File: config.mk
export PLATFORM = sky130hd
export DESIGN_NAME = vga_pixel_prefetch_flat
export DESIGN_NICKNAME = d
export VERILOG_FILES = /design/src/rtl/vga_pixel_prefetch_if.sv /design/src/rtl/vga_pixel_prefetch.sv /design/src/flat_wrapper.sv
export SDC_FILE = /design/constraint.sdc
export NUM_CORES = 1
export LEC_CHECK = 0
export CORE_MARGIN = 5
export CORE_UTILIZATION = 30
export DETAILED_ROUTE_END_ITERATION = 6
export GPL_TIMING_DRIVEN = 0
export HOLD_SLACK_MARGIN = 0.15
export SLEW_MARGIN = 30
export SYNTH_ARGS = -nofsm -noshare
export SYNTH_HDL_FRONTEND = slang
export SYNTH_SLANG_ARGS = --single-unit
export TNS_END_PERCENT = 100
File: constraint.sdc
create_clock -name clk -period 2.9 [get_ports clk]
set_clock_uncertainty 0.1 [all_clocks]
set_input_delay 0.58 -clock clk [delete_from_list [all_inputs] [get_ports clk]]
set_output_delay 0.58 -clock clk [all_outputs]
set_load 0.02 [all_outputs]
File: src/rtl/vga_pixel_prefetch_if.sv
// rtl/vga_pixel_prefetch_if.sv - pixel prefetcher signal bundle (sync/consumer/RAM side vs prefetcher)
interface vga_pixel_prefetch_if;
    logic        frame_start;
    logic        pixel_req;
    logic [7:0]  pixel_data;
    logic        pixel_valid;
    logic        underflow;
    logic        fetch_active;
    logic [14:0] ram_address;
    logic [15:0] data_from_ram;

    modport master (
        output frame_start, pixel_req, data_from_ram,
        input  pixel_data, pixel_valid, underflow, fetch_active, ram_address
    );

    modport slave (
        input  frame_start, pixel_req, data_from_ram,
        output pixel_data, pixel_valid, underflow, fetch_active, ram_address
    );
endinterface

File: src/rtl/vga_pixel_prefetch.sv
// rtl/vga_pixel_prefetch.sv - frame-buffer word prefetcher feeding RGB332 pixels, two per word
module vga_pixel_prefetch #(
    parameter logic [14:0] BASE_ADDR       = 15'd0,
    parameter int          WORDS_PER_FRAME = 30720,
    parameter int          FIFO_DEPTH      = 8
) (
    input logic                  clk,
    input logic                  reset,
    vga_pixel_prefetch_if.slave  bus
);
    localparam int          PTR_W = $clog2(FIFO_DEPTH);
    localparam int          CNT_W = PTR_W + 1;
    localparam logic [15:0] WPF   = 16'(WORDS_PER_FRAME);

    typedef enum logic [1:0] {IDLE, RUN, DONE} state_t;

    state_t            state;
    logic [15:0]       fifo_mem [FIFO_DEPTH];
    logic [PTR_W-1:0]  wr_ptr;
    logic [PTR_W-1:0]  rd_ptr;
    logic [CNT_W-1:0]  count;
    logic              byte_sel;
    logic              rd_pending;
    logic              underflow_r;
    logic              fetch_active_r;
    logic [14:0]       ram_address_r;
    logic [15:0]       words_issued;
    logic [15:0]       head;
    logic              pixel_valid;
    logic              push;
    logic              pop;
    logic              retire;
    logic              issue;

    assign head        = fifo_mem[rd_ptr];
    assign pixel_valid = (count != '0);
    // A restart discards both the in-flight capture and any pop in the same cycle.
    assign push        = rd_pending && !bus.frame_start;
    assign pop         = bus.pixel_req && pixel_valid && !bus.frame_start;
    assign retire      = pop && byte_sel;
    // The pending read reserves a slot, so the FIFO can never be pushed while full.
    assign issue       = (state == RUN)
                         && ((32'(count) + 32'(rd_pending)) < 32'(FIFO_DEPTH))
                         && (words_issued < WPF);

    assign bus.pixel_valid  = pixel_valid;
    assign bus.pixel_data   = pixel_valid ? (byte_sel ? head[7:0] : head[15:8]) : 8'h00;
    assign bus.underflow    = underflow_r;
    assign bus.fetch_active = fetch_active_r;
    assign bus.ram_address  = ram_address_r;

    always_ff @(posedge clk) begin
        if (push) begin
            fifo_mem[wr_ptr] <= bus.data_from_ram;
        end
    end

    always_ff @(posedge clk or posedge reset) begin
        if (reset) begin
            state          <= IDLE;
            fetch_active_r <= 1'b0;
            wr_ptr         <= '0;
            rd_ptr         <= '0;
            count          <= '0;
            byte_sel       <= 1'b0;
            rd_pending     <= 1'b0;
            underflow_r    <= 1'b0;
            ram_address_r  <= BASE_ADDR;
            words_issued   <= '0;
        end else if (bus.frame_start) begin
            state          <= RUN;
            fetch_active_r <= 1'b1;
            wr_ptr         <= '0;
            rd_ptr         <= '0;
            count          <= '0;
            byte_sel       <= 1'b0;
            rd_pending     <= 1'b0;
            underflow_r    <= 1'b0;
            ram_address_r  <= BASE_ADDR;
            words_issued   <= '0;
        end else begin
            rd_pending <= issue;
            if (issue) begin
                ram_address_r <= ram_address_r + 15'd1;
                words_issued  <= words_issued + 16'd1;
            end
            if (push) begin
                wr_ptr <= wr_ptr + PTR_W'(1);
            end
            if (pop) begin
                byte_sel <= !byte_sel;
                if (byte_sel) begin
                    rd_ptr <= rd_ptr + PTR_W'(1);
                end
            end
            if (push && !retire) begin
                count <= count + CNT_W'(1);
            end else if (!push && retire) begin
                count <= count - CNT_W'(1);
            end
            if (bus.pixel_req && !pixel_valid) begin
                underflow_r <= 1'b1;
            end
            case (state)
                RUN: begin
                    if (words_issued == WPF) begin
                        state          <= DONE;
                        fetch_active_r <= 1'b0;
                    end
                end
                default: ;
            endcase
        end
    end
endmodule

File: src/flat_wrapper.sv
// flat-port wrapper written by rule: the top's interface ports become plain ports
module vga_pixel_prefetch_flat 
#(
    parameter logic [14:0] BASE_ADDR       = 15'd0,
    parameter int          WORDS_PER_FRAME = 30720,
    parameter int          FIFO_DEPTH      = 8
)
  (clk, reset, bus_frame_start, bus_pixel_req, bus_data_from_ram, bus_pixel_data, bus_pixel_valid, bus_underflow, bus_fetch_active, bus_ram_address);
  vga_pixel_prefetch_if bus_i ();
  input logic clk;
  input logic reset;
  input wire logic [$bits(bus_i.frame_start)-1:0] bus_frame_start;
  input wire logic [$bits(bus_i.pixel_req)-1:0] bus_pixel_req;
  input wire logic [$bits(bus_i.data_from_ram)-1:0] bus_data_from_ram;
  output wire logic [$bits(bus_i.pixel_data)-1:0] bus_pixel_data;
  output wire logic [$bits(bus_i.pixel_valid)-1:0] bus_pixel_valid;
  output wire logic [$bits(bus_i.underflow)-1:0] bus_underflow;
  output wire logic [$bits(bus_i.fetch_active)-1:0] bus_fetch_active;
  output wire logic [$bits(bus_i.ram_address)-1:0] bus_ram_address;
  assign bus_i.frame_start = bus_frame_start;
  assign bus_i.pixel_req = bus_pixel_req;
  assign bus_i.data_from_ram = bus_data_from_ram;
  assign bus_pixel_data = bus_i.pixel_data;
  assign bus_pixel_valid = bus_i.pixel_valid;
  assign bus_underflow = bus_i.underflow;
  assign bus_fetch_active = bus_i.fetch_active;
  assign bus_ram_address = bus_i.ram_address;
  vga_pixel_prefetch #(.BASE_ADDR(BASE_ADDR), .WORDS_PER_FRAME(WORDS_PER_FRAME), .FIFO_DEPTH(FIFO_DEPTH)) u_core (.clk(clk), .reset(reset), .bus(bus_i));
endmodule
# Word level (Yosys, flattened, before mapping)
# Memories as Yosys holds them, arrays and structs flattened.
# Cells that the tools add are included.
# totals
word_cells	74
inputBits	20
mem_count	1
ram_bits	128
output_inout_bits	26
reg_bits	47
# op_classes
n_addsub	7
n_reduce_logical	25
magnitude_cmp	2
n_mux	27
n_eq_ne	2
# mem_list
name	depth	width	rd	rd_clocked_by_memory_dff	write_ports	line_no	source
u_core.fifo_mem	8	16	1	0	1	vga_pixel_prefetch.sv:18	logic [15:0] fifo_mem [FIFO_DEPTH];
# ops
operator	count
less-than comparator 32 x 4 -> 1 bit (second input constant)	1
two-way mux 16 bit	2
two-way mux 15 bit	2
adder 16 x 1 -> 16 bit (second input constant)	1
== test 16 x 15 -> 1 bit (second input constant)	1
less-than comparator 16 x 15 -> 1 bit (second input constant)	1
two-way mux 8 bit	2
adder 15 x 1 -> 15 bit (second input constant)	1
two-way mux 3 bit	5
nonzero test 2 bit	7
two-way mux 4 bit	3
two-way mux 1 bit	10
logical AND 1 bit	9
adder 3 x 1 -> 3 bit (second input constant)	2
two-way mux 2 bit	3
adder 4 x 1 -> 5 bit	1
zero test 1 bit	5
adder 4 x 1 -> 4 bit (second input constant)	1
AND reduction 2 bit	2
nonzero test 4 bit	1
subtractor 4 x 1 -> 4 bit (second input constant)	1
nonzero test 3 bit	1
== test 2 x 1 -> 1 bit (second input constant)	1

# Depth between registers and ports, before layout
# logic_depth
word_depth	8
depth_mapped	9
ltp_nobuf	9

# Least setup slack after synthesis
# No wires, ideal clock.
# synth_timing
path_kind	in2reg
startpoint	in bus_frame_start
endpoint	mem u_core.fifo_mem[0][0] (enable)
slack_ns	-0.182
setup_ns	0.430
t_required_ns	2.370
t_arrival_ns	2.552
path_stages	3
path_cell_list	buf_6 > clkbuf_1 > nor4_1
# synth_via
elab_chain_cells	4
# synth_lines
item	line_no	source
start, declared	flat_wrapper.sv:12	input wire logic [$bits(bus_i.frame_start)-1:0] bus_frame_start;
zero test 1 bit	vga_pixel_prefetch.sv:38	assign push = rd_pending && !bus.frame_start;
logical AND 1 bit	vga_pixel_prefetch.sv:38	
two-way mux 1 bit	vga_pixel_prefetch.sv:53	if (push) begin
two-way mux 1 bit (not written as such)	vga_pixel_prefetch.sv:54	fifo_mem[wr_ptr] <= bus.data_from_ram;
end, declared	vga_pixel_prefetch.sv:18	
# No other way between the ends.

# Final worst setup path
# layout_timing
startpoint	reg u_core.rd_ptr[0]
endpoint	out bus_pixel_data[5]
# layout_via
elab_chain_cells	3
# layout_lines
item	line_no	source
start, declared	vga_pixel_prefetch.sv:20	logic [PTR_W-1:0] rd_ptr;
start signal, assigned	vga_pixel_prefetch.sv:93	rd_ptr <= rd_ptr + PTR_W'(1);
memory read (8 x 16 bit)	n/a	
two-way mux 8 bit (2 in a row)	vga_pixel_prefetch.sv:47	assign bus.pixel_data = pixel_valid ? (byte_sel ? head[7:0] : head[15:8]) : 8'h00;
end, declared	flat_wrapper.sv:15	output wire logic [$bits(bus_i.pixel_data)-1:0] bus_pixel_data;
# No other way between the ends.

==> metrics.txt <==
CP endpoint kind=output pin; crit share post-route=0.983; pwr dens=about 730 nW/um^2; Die Y=around 170 um; I/O Buffers=44; Synth Area per Inst=15.2 sq um; final core utilization=0.376; stages on the worst setup path=6; status=finished clean; row cnt=57; P_leak=a little over 3 nW; Worst slew margin=0.536; total number of vias=around 4400; GRT met3 Usage=0.0283; synthesized instance count=488; Clk pwr share=0.337; number of enable flip-flop cells after synthesis=approximately 130; number of synthesized register bits=174; CP Max Fanout=6; Worst Path Buf+Inv=3; worst-skew pair later-pin latency=420 ps; max-cap violations=0; worst-case reg-to-reg path depth=10; met1 usage=0.159; largest net degree at the start of global routing=31; largest delay contributor family on the critical path=buffers and inverters; Flop pwr share=0.442; setup ws final=48.7 ps; Root Driver=clkbuf_16; DIE WIDTH=167 um; nets=between 500 and 600; CP Cell Sequence=buf_6, clkbuf_16, mux4_2, a22oi_1, o21ai_1, buf_2; Initial DRC Count=~400; power share of the combinational group=0.220; CTS max path bufs=2; Switching Share=0.297; Core Area=approximately 24000 sq um; Setup CP Type=reg -> out; Int Pwr=4.71 mW; drt via density=between 4 and 5; first-pass GRT wire length=26.1 mm; clock sink count=174; global placement routability congestion=just under 0.8; ys async rst share=0.264; worst slew pin tran=approximately 690 ps; Final min period=approximately 2900 ps; Initial Util=0.305; slowest cell delay on critical path=490 ps; DRC viols=0; diode count=0; commonest cells after routing, fill and taps aside=edfxtp_1, nor2_1, dfrtp_1; Place WS=-470 ps; hold_buf cts=0; Die Footprint=28000 sq um; Hold Slack=365 ps; Placed Area=8380 sq um; busiest layer in global routing=met2; I/O pins=46; First-pass DRT Iterations=5; GRT overflow=0; RSZ-0062 raised after global routing=true; Max VDD drop=0.516 mV; GRT Overall Usage=0.121; hpwl dp=10.9 mm; yosys warns=0; Seq/Total Area, Yosys=0.674; Syn Nets=516; design area=9150 sq um; endpoints failing hold=0; Area Growth Syn to Fin=23.5%; FMAX=351 MHz; layout cells sized above 1=0.234; vias in the first global route=4537; initial antenna violation count=0; total CTS buffers=17; placed cells=865; DRT antenna net count=0; # setup viols final=0; Routed WL per cell=18.5 um; total power=about 6.7 mW; most common cell after layout, fill and taps aside=edfxtp_1; TritonCTS clock tree=yes; sw power=1.99 mW; CP required=2220 ps; Synth cell types=55; Top FF cell, synth=edfxtp_1; Worst EP arrival=2170 ps; met2 Usage GRT=0.197; Critical Path Start Type=register; CTS clock-pin slew for the worst setup and hold paths=70 ps; H-tree depth=4; setup TNS=0 ps; netlist area before placement=7410 sq um; Post-Layout Cell Count=901; slowest stage cell, crit path=mux4_2; final WL=approximately 17 mm; final slew viol count=0; Hold Path Class=in -> async
[registers in the layout, indices dropped and copies added (netlist names)]
name                    cells
u_core.count                4
u_core.fifo_mem           128
u_core.bus.ram_address     15
u_core.state                2
u_core.words_issued        16
u_core.rd_ptr               3
u_core.bus.underflow        1
u_core.byte_sel             1
u_core.wr_ptr               3
u_core.rd_pending           1
[worst reg2reg max path: stages, from the launching register on]
cell      delay, ps
dfrtp_2         430
buf_4           170
o41ai_4         490
o21a_1          200
nand2b_1        110
ha_1            290
a21o_1          180
a21oi_1         170
mux2i_1         230
xor2_1          160
nor2_1           60
[Yosys cell counts, drive strengths merged (7+ instances only)]
cell type / instances / area, sq um
mux4: 21 / 473
nand2: 18 / 67.6
buf: 18 / 96.3
nor2: 51 / 194
a22oi: 17 / 128
nor3: 9 / 45.0
nand3: 16 / 80.1
nor4: 12 / 115
edfxtp: 128 / 3840
ha: 7 / 87.6
inv: 9 / 33.8
dfrtp: 46 / 1150
o21ai: 12 / 60.1
xor2: 7 / 61.3
xnor2: 22 / 193
mux2i: 28 / 280
a21oi: 9 / 45.0
[power by group through the flow]
stage	registers, mW	clock network, mW	logic (mW)
2_1_floorplan	3.00	0	0.794
3_3_place_gp	3.00	0	1.29
3_5_place_dp	3.01	0	1.34
4_1_cts	2.97	2.30	1.36
5_1_grt	2.98	2.41	1.61
6_report	2.96	2.26	1.47
[kinds of logic (layout without fill, tap and decap cells)]
logic type | after synthesis | after routing | share of synthesized area
compound gates | 50 | 50 | 0.0452
xor+xnor | 29 | 29 | 0.0343
flops | 174 | 174 | 0.674
buf+inv | 33 | 122 | 0.0233
mux | 50 | 50 | 0.103
fa+ha+maj | 8 | 8 | 0.0145
simple gates | 144 | 144 | 0.106
[layout make-up]
cell class / count / area, sq um
clock inverter: 12 / 143
clock buffer: 20 / 437
fill: 2266 / 15200
inverter: 9 / 33.8
tap: 324 / 405
sequential: 174 / 5000
multi-input combinational: 281 / 2390
timing repair buffer: 60 / 552
buffer: 21 / 193
[repair_timing]
action	in CTS	in global routing
pin swaps	1	3
gates resized for setup	71	20
cloned	0	1
buffers inserted	2	4
hold endpoints to repair	0	0
setup endpoints to repair	8	9
[path summary, 6_finish.rpt]
path                                                           from                                endpoint  slack (ps)
worst max-delay path                   u_core.rd_ptr[0]$_DFFE_PP0P_                       bus_pixel_data[5]          50
worst min-delay path                                          reset  u_core.bus.ram_address[10]$_DFFE_PP0P_         370
min in group clk                                    bus_frame_start     u_core.words_issued[13]$_DFFE_PP0P_         390
worst min register to register  u_core.words_issued[14]$_DFFE_PP0P_     u_core.words_issued[14]$_DFFE_PP0P_         410
worst max register to register          u_core.count[0]$_DFFE_PP0P_             u_core.count[3]$_DFFE_PP0P_         170
max in group asynchronous                                     reset             u_core.rd_pending$_DFF_PP0_        1830
[per-layer routing]
metal  up-vias  routed length, um
met2       142               8170
met5         -                  0
met1      2232               7310
li1       2006                  -
met4         0                265
met3        18                955
(Power assumes the default switching activity.)
